File: src/rtl/flag_branch_unit.sv
`default_nettype none
// ============================================================================
// Module      : flag_branch_unit
// Description : Flag register, conditional branch evaluator and PC sequencer.
//               Optional macro FLAG_BRANCH_FLAG_FORWARD_EN forwards incoming
//               flags into branch evaluation instead of interlocking.
// Revision    : 1.0 - initial release
// ============================================================================
module flag_branch_unit #(
    parameter logic [31:0] RESET_PC = 32'h0000_0000
) (
    input  logic        clk,
    input  logic        rst,
    input  logic        fetch_en,
    input  logic        flag_we,
    input  logic        carry_in,
    input  logic        zero_in,
    input  logic        overflow_in,
    input  logic        sign_in,
    input  logic        br_valid,
    input  logic [3:0]  br_cond,
    input  logic [31:0] br_target,
    output logic        br_ready,
    output logic [31:0] pc,
    output logic        fetch_valid,
    output logic        br_taken
);

    typedef enum logic [1:0] {
        IDLE  = 2'd0,
        EVAL  = 2'd1,
        FLUSH = 2'd2
    } state_t;

    localparam logic [31:0] c_ALIGN_MASK = 32'hFFFF_FFFC;
    localparam logic [31:0] c_PC_STEP    = 32'd4;

    state_t      r_state;
    state_t      w_next_state;
    logic        r_c, r_z, r_v, r_s;
    logic [3:0]  r_cond;
    logic [31:0] r_target;
    logic [31:0] r_pc;
    logic        r_br_taken;

    logic        w_c, w_z, w_v, w_s;
    logic        w_stall;
    logic        w_lt;
    logic        w_cond_true;
    logic        w_redirect;

    // Flags seen by the evaluator: forwarded from the adder, or the
    // registered copy with an interlock while a write is in flight.
    always_comb begin
`ifdef FLAG_BRANCH_FLAG_FORWARD_EN
        w_c     = flag_we ? carry_in    : r_c;
        w_z     = flag_we ? zero_in     : r_z;
        w_v     = flag_we ? overflow_in : r_v;
        w_s     = flag_we ? sign_in     : r_s;
        w_stall = 1'b0;
`else
        w_c     = r_c;
        w_z     = r_z;
        w_v     = r_v;
        w_s     = r_s;
        w_stall = flag_we;
`endif
    end

    always_comb begin
        w_lt        = w_s ^ w_v;
        w_cond_true = 1'b0;
        case (r_cond)
            4'd0:    w_cond_true = 1'b1;
            4'd1:    w_cond_true = w_z;
            4'd2:    w_cond_true = ~w_z;
            4'd3:    w_cond_true = w_c;
            4'd4:    w_cond_true = ~w_c;
            4'd5:    w_cond_true = w_s;
            4'd6:    w_cond_true = ~w_s;
            4'd7:    w_cond_true = w_v;
            4'd8:    w_cond_true = ~w_v;
            4'd9:    w_cond_true = w_lt;
            4'd10:   w_cond_true = ~w_lt;
            4'd11:   w_cond_true = ~w_z & ~w_lt;
            4'd12:   w_cond_true = w_z | w_lt;
            default: w_cond_true = 1'b0;
        endcase
    end

    always_comb begin
        w_next_state = r_state;
        w_redirect   = 1'b0;
        case (r_state)
            IDLE: begin
                if (br_valid) w_next_state = EVAL;
            end
            EVAL: begin
                if (!w_stall) begin
                    if (w_cond_true) begin
                        w_redirect   = 1'b1;
                        w_next_state = FLUSH;
                    end else begin
                        w_next_state = IDLE;
                    end
                end
            end
            FLUSH:   w_next_state = IDLE;
            default: w_next_state = IDLE;
        endcase
    end

    always_ff @(posedge clk) begin
        if (rst) begin
            r_state    <= IDLE;
            r_pc       <= RESET_PC;
            r_c        <= 1'b0;
            r_z        <= 1'b0;
            r_v        <= 1'b0;
            r_s        <= 1'b0;
            r_cond     <= 4'd0;
            r_target   <= 32'd0;
            r_br_taken <= 1'b0;
        end else begin
            r_state    <= w_next_state;
            r_br_taken <= w_redirect;
            if (flag_we) begin
                r_c <= carry_in;
                r_z <= zero_in;
                r_v <= overflow_in;
                r_s <= sign_in;
            end
            if (r_state == IDLE && br_valid) begin
                r_cond   <= br_cond;
                r_target <= br_target & c_ALIGN_MASK;
            end
            if (w_redirect) begin
                r_pc <= r_target;
            end else if (r_state != FLUSH && fetch_en) begin
                r_pc <= r_pc + c_PC_STEP;
            end
        end
    end

    assign pc          = r_pc;
    assign br_taken    = r_br_taken;
    assign br_ready    = rst | (r_state == IDLE);
    assign fetch_valid = fetch_en & (r_state != FLUSH);

endmodule
`default_nettype wire

File: config.mk
export PLATFORM = sky130hd
export DESIGN_NAME = flag_branch_unit
export DESIGN_NICKNAME = d
export VERILOG_FILES = /design/src/rtl/flag_branch_unit.sv
export SDC_FILE = /design/constraint.sdc
export NUM_CORES = 1
export LEC_CHECK = 0
export CORE_ASPECT_RATIO = 0.7
export CORE_UTILIZATION = 33
export DETAILED_ROUTE_END_ITERATION = 10
export DONT_BUFFER_PORTS = 1
export SYNTH_ARGS = -nofsm -noshare
export SYNTH_HDL_FRONTEND = slang
export SYNTH_SLANG_ARGS = --single-unit
File: constraint.sdc
create_clock -name clk -period 3.5 [get_ports clk]
set_input_delay 0.35 -clock clk [delete_from_list [all_inputs] [get_ports clk]]
set_output_delay 0.35 -clock clk [all_outputs]
set_load 0.01 [all_outputs]
==> results.txt <==
The floorplan step defined a die boundary enclosing 10290 um^2. Adding up every negative setup slack in the final design gives 0 ns. The setup-violating endpoint count in the final report was 0; the data arrival time of the worst path was 2.61 ns.

Clock skew on the completed layout was measured at 0.005668 ns. The run gives 0.33 ns as the clock latency at the later pin of the worst-skew pair. The tools report the category of the worst setup path capture point as a flop.

The floorplan has 29 rows. Once the clock tree was built, the resizer swapped 0 gates to a different size. The number of levels in the clock H-tree was 3; the ratio of routed vias to standard cells was 5.330.

Leaving out fill and tap cells, the most frequent cell in the layout is sky130_fd_sc_hd__nand2_1. Measured along the y axis, the die boundary spans 85.18 um. In this run the clock root is driven by a sky130_fd_sc_hd__clkbuf_16.

The number of detailed-route iterations in the first pass is 4. The highest metal layer carrying signal wires in the routed design is met4. The run finished with clean final reports. Dividing total power by cell area gives a power density of 535.0 nW/um^2.

The tools report the final number of max-transition violations as 0. The met3 wire length came out at 920 um. STA classifies the critical path startpoint as a flop. The worst pin sits at a relative slew slack of 24.58%.

The tree built by TritonCTS fans out to 71 sinks. The worst-path maximum fanout works out to 32. Across the run, the number of max-cap violations was 0. After synthesis, the netlist uses 40 different library cells. The number of buffers inserted by port buffering is 0, and the post-CTS setup-driven buffer insertion count is 0. Counting flops and latches in the post-synthesis netlist gives 71.

Per report_power, the clock group accounts for 42.7% of the total. For this run, asynchronously set or reset flops after synthesis account for 0%. The tools report the via count of the first global-routing pass as 2637. Summed over all layers, the global routing overflow is 0.

The terminating pin of the worst hold path was r_cond[2]. The run gives 80 as the I/O pin total. Of all cell types, the one taking the most synthesized area is sky130_fd_sc_hd__dfxtp_1.

In this run, synthesis inferred 0 flip-flops with an integrated enable. After floorplanning, the core was sized to cover 9325 um^2. The worst register-to-register path has a depth of 5.

Net switching is 25.86% of the power. For the wire length of the first global-routing pass, the log shows 13.86 mm. The placed wire-length estimate after detailed placement is 5.866 mm, and the clock slew seen by the registers of the worst setup and hold paths is 0.05 ns. Relative to the synthesized area, the layout overhead comes to 10.09%. The tools report the critical hold path startpoint as rst. The worst setup path is of the flop to flop kind. The initial utilization of the core area, before any placement, comes to 34.98%. The top cell types in the final layout, fill and taps aside, are sky130_fd_sc_hd__nand2_1 (83), sky130_fd_sc_hd__dfxtp_1 (71), sky130_fd_sc_hd__nor2_1 (43).

The worst register-to-register path ends at pc[22]. TritonCTS built the clock tree. Subtracting the final worst setup slack from the clock period gives 2.468 ns.

In the routed design, unresolved DRC markers number 0. For this design, the CTS-stage hold fixing added 0 buffers. The run gives 402 as the gate count after technology mapping.

The total CTS buffers is 9, and the actual slew at the worst max-slew pin is 1.131 ns. The logs give 169 for the initial DRC count and 0 for the final number of hold-violating endpoints. Of the available clock period, the critical path in the final layout requires 70.52%. The path type of the worst min-delay path was input port to flop. Entering global routing, the biggest net connects 73 pins. For the logic gate share of total power, the log shows 8.7%. In the post-synthesis netlist, the biggest area contributors are sky130_fd_sc_hd__dfxtp_1 (44%), sky130_fd_sc_hd__nand2_1 (9.6%), sky130_fd_sc_hd__a221oi_1 (7.5%), sky130_fd_sc_hd__xnor2_1 (5.6%), sky130_fd_sc_hd__a21oi_1 (5.4%). IR analysis of the VDD net gives a maximum drop of 0.2083 mV. The routed design uses 3.455 mm of met2 wire. Once detail routing completed, the nets flagged for antenna violations numbered 0.

The number of antenna violations at the first check in global routing was 0. The number of buffers on the longest clock path came out at 2. At the worst endpoint, the required time is 3.64 ns. The detailed router placed 2745 vias in this run. The design draws 1.921 mW. The tools report the startpoint of the worst-slack reg-to-reg timing path as r_cond[1].

Switching power total: 0.4969 mW. The register-to-register setup slack is 1.03 ns, and the post-detailed-route wirelength per cell is 16.57 um. Total number of yosys warnings: 0. The post-synthesis cell area is 3262 um^2, and the internal power component is 1.424 mW. Static timing analysis puts the maximum clock frequency at 405.2 MHz.

Of the post-synthesis cell area, the dominant cell type holds 43.57%. The analysis attributes to cell leakage a power of 1.247 nW. The sequential area share after synthesis is 43.57%. Counting the fill cells in the layout gives 965. The routed length on met1 is 4.083 mm, and the average instance area after synthesis is 8.114 um^2.

In the global route stage, overall resource usage came out at 17.65%. For this run, the leading register cell type out of synthesis is sky130_fd_sc_hd__dfxtp_1. The die width came out at 120.8 um.

The congestion estimate from routability-driven global placement came to 0.7843. The number of cells on the worst hold path came out at 1. Setup repair after global routing left no endpoint under its margin. For the final wirelength, the log shows 8.535 mm. For the number of nets at the end of the flow, the log shows 433.

The tools report the sequential share of power as 48.7%. The number of antenna diodes in the final layout is 0. The layout cell share with drive strength beyond 1 was 5.371%.
[metal layers]
layer / vias to the layer above / track usage (%)
li1: 1378 / -
met1: 1265 / 23.12
met2: 92 / 24.47
met3: 10 / 9.409
met4: 0 / 5.948
met5: - / 0
[worst max-delay path by stage]
| stage | start | endpoint | slack, ns | depth (start not counted) |
|---|---|---|---|---|
| floorplan | pc[4] | pc[27] | 1.48 | 6 |
| global placement | r_cond[1] | pc[20] | 1.10 | 5 |
| detailed placement | r_cond[1] | pc[22] | 1.04 | 5 |
| CTS | r_cond[1] | pc[22] | 1.03 | 5 |
| global route | r_cond[1] | pc[9] | 0.79 | 5 |
| finish | r_cond[1] | pc[22] | 1.03 | 5 |
[state kept, by name, indices dropped and copies added (netlist names)]
name	flops
br_taken	1
r_state	2
r_target	30
pc	30
r_v	1
r_cond	4
r_s	1
r_z	1
r_c	1
[synth_stat cells, drive strengths merged, types with 2 or more instances]
| cell | instances |
|---|---|
| inv | 7 |
| nor3 | 10 |
| nand3 | 10 |
| clkbuf | 27 |
| nor3b | 2 |
| nor2b | 2 |
| nand2 | 83 |
| dfxtp | 71 |
| nand4 | 6 |
| xor2 | 9 |
| mux2i | 7 |
| buf | 4 |
| xnor2 | 21 |
| nand2b | 2 |
| and4 | 6 |
| nor4 | 8 |
| nor2 | 43 |
| a21oi | 35 |
| a221oi | 30 |
| o2111ai | 2 |
[kinds of logic (layout without fill, tap and decap cells)]
logic type | after synthesis | in the layout | share of synthesized area [%]
AOI/OAI and AO/OA | 73 | 73 | 15.73
other | 1 | 2 | 0.1150
xor gates and xnor gates | 30 | 30 | 8.055
adders and majority gates | 1 | 1 | 0.3835
buffers and inverters | 38 | 26 | 4.680
muxes | 7 | 7 | 2.148
DFF | 71 | 71 | 43.57
and+or+nand+nor | 181 | 181 | 25.32
[cell type report]
class,instances,area (um^2),share of cell area (%)
inverters,7,26.28,0.7317
clock buffers,12,246.5,6.864
clock inverters,3,20.02,0.5575
well taps,124,155.1,4.321
repair buffers,4,30.03,0.8362
flip-flops and latches,71,1421,39.58
multi-input cells,294,1692,47.11
[power groups by stage]
stage | sequential [mW] | combinational [mW] | clock, mW
3_3_place_gp | 0.949 | 0.164 | 0
3_5_place_dp | 0.952 | 0.167 | 0
4_1_cts | 0.935 | 0.168 | 0.848
5_1_grt | 0.944 | 0.189 | 0.883
6_report | 0.935 | 0.166 | 0.820
2_1_floorplan | 0.929 | 0.153 | 0
[critical path, stage by stage (launching register included)]
cell,delay (ns)
sky130_fd_sc_hd__dfxtp_1,0.52
sky130_fd_sc_hd__nor2_1,0.10
sky130_fd_sc_hd__o211ai_1,0.18
sky130_fd_sc_hd__buf_4,0.35
sky130_fd_sc_hd__a21o_1,0.89
sky130_fd_sc_hd__a221oi_1,0.24
[stage by stage]
| step | hold slack [ns] | std cells | setup WS (ns) | instance area [um^2] | utilization [%] |
|---|---|---|---|---|---|
| 6_report | 0.08897 | 515 | 1.032 | 3591 | 38.51 |
| 5_1_grt | 0.06845 | 515 | 0.7888 | 3591 | 38.51 |
| 4_1_cts | 0.06962 | 515 | 1.033 | 3591 | 38.51 |
| 3_5_place_dp | 0.4291 | 500 | 1.041 | 3324 | 35.65 |
| 3_3_place_gp | 0.4259 | 500 | 1.097 | 3324 | 35.65 |
| 2_1_floorplan | 0.4367 | 403 | 1.483 | 3266 | - |
Note: power is estimated with default switching activity, not from simulation.
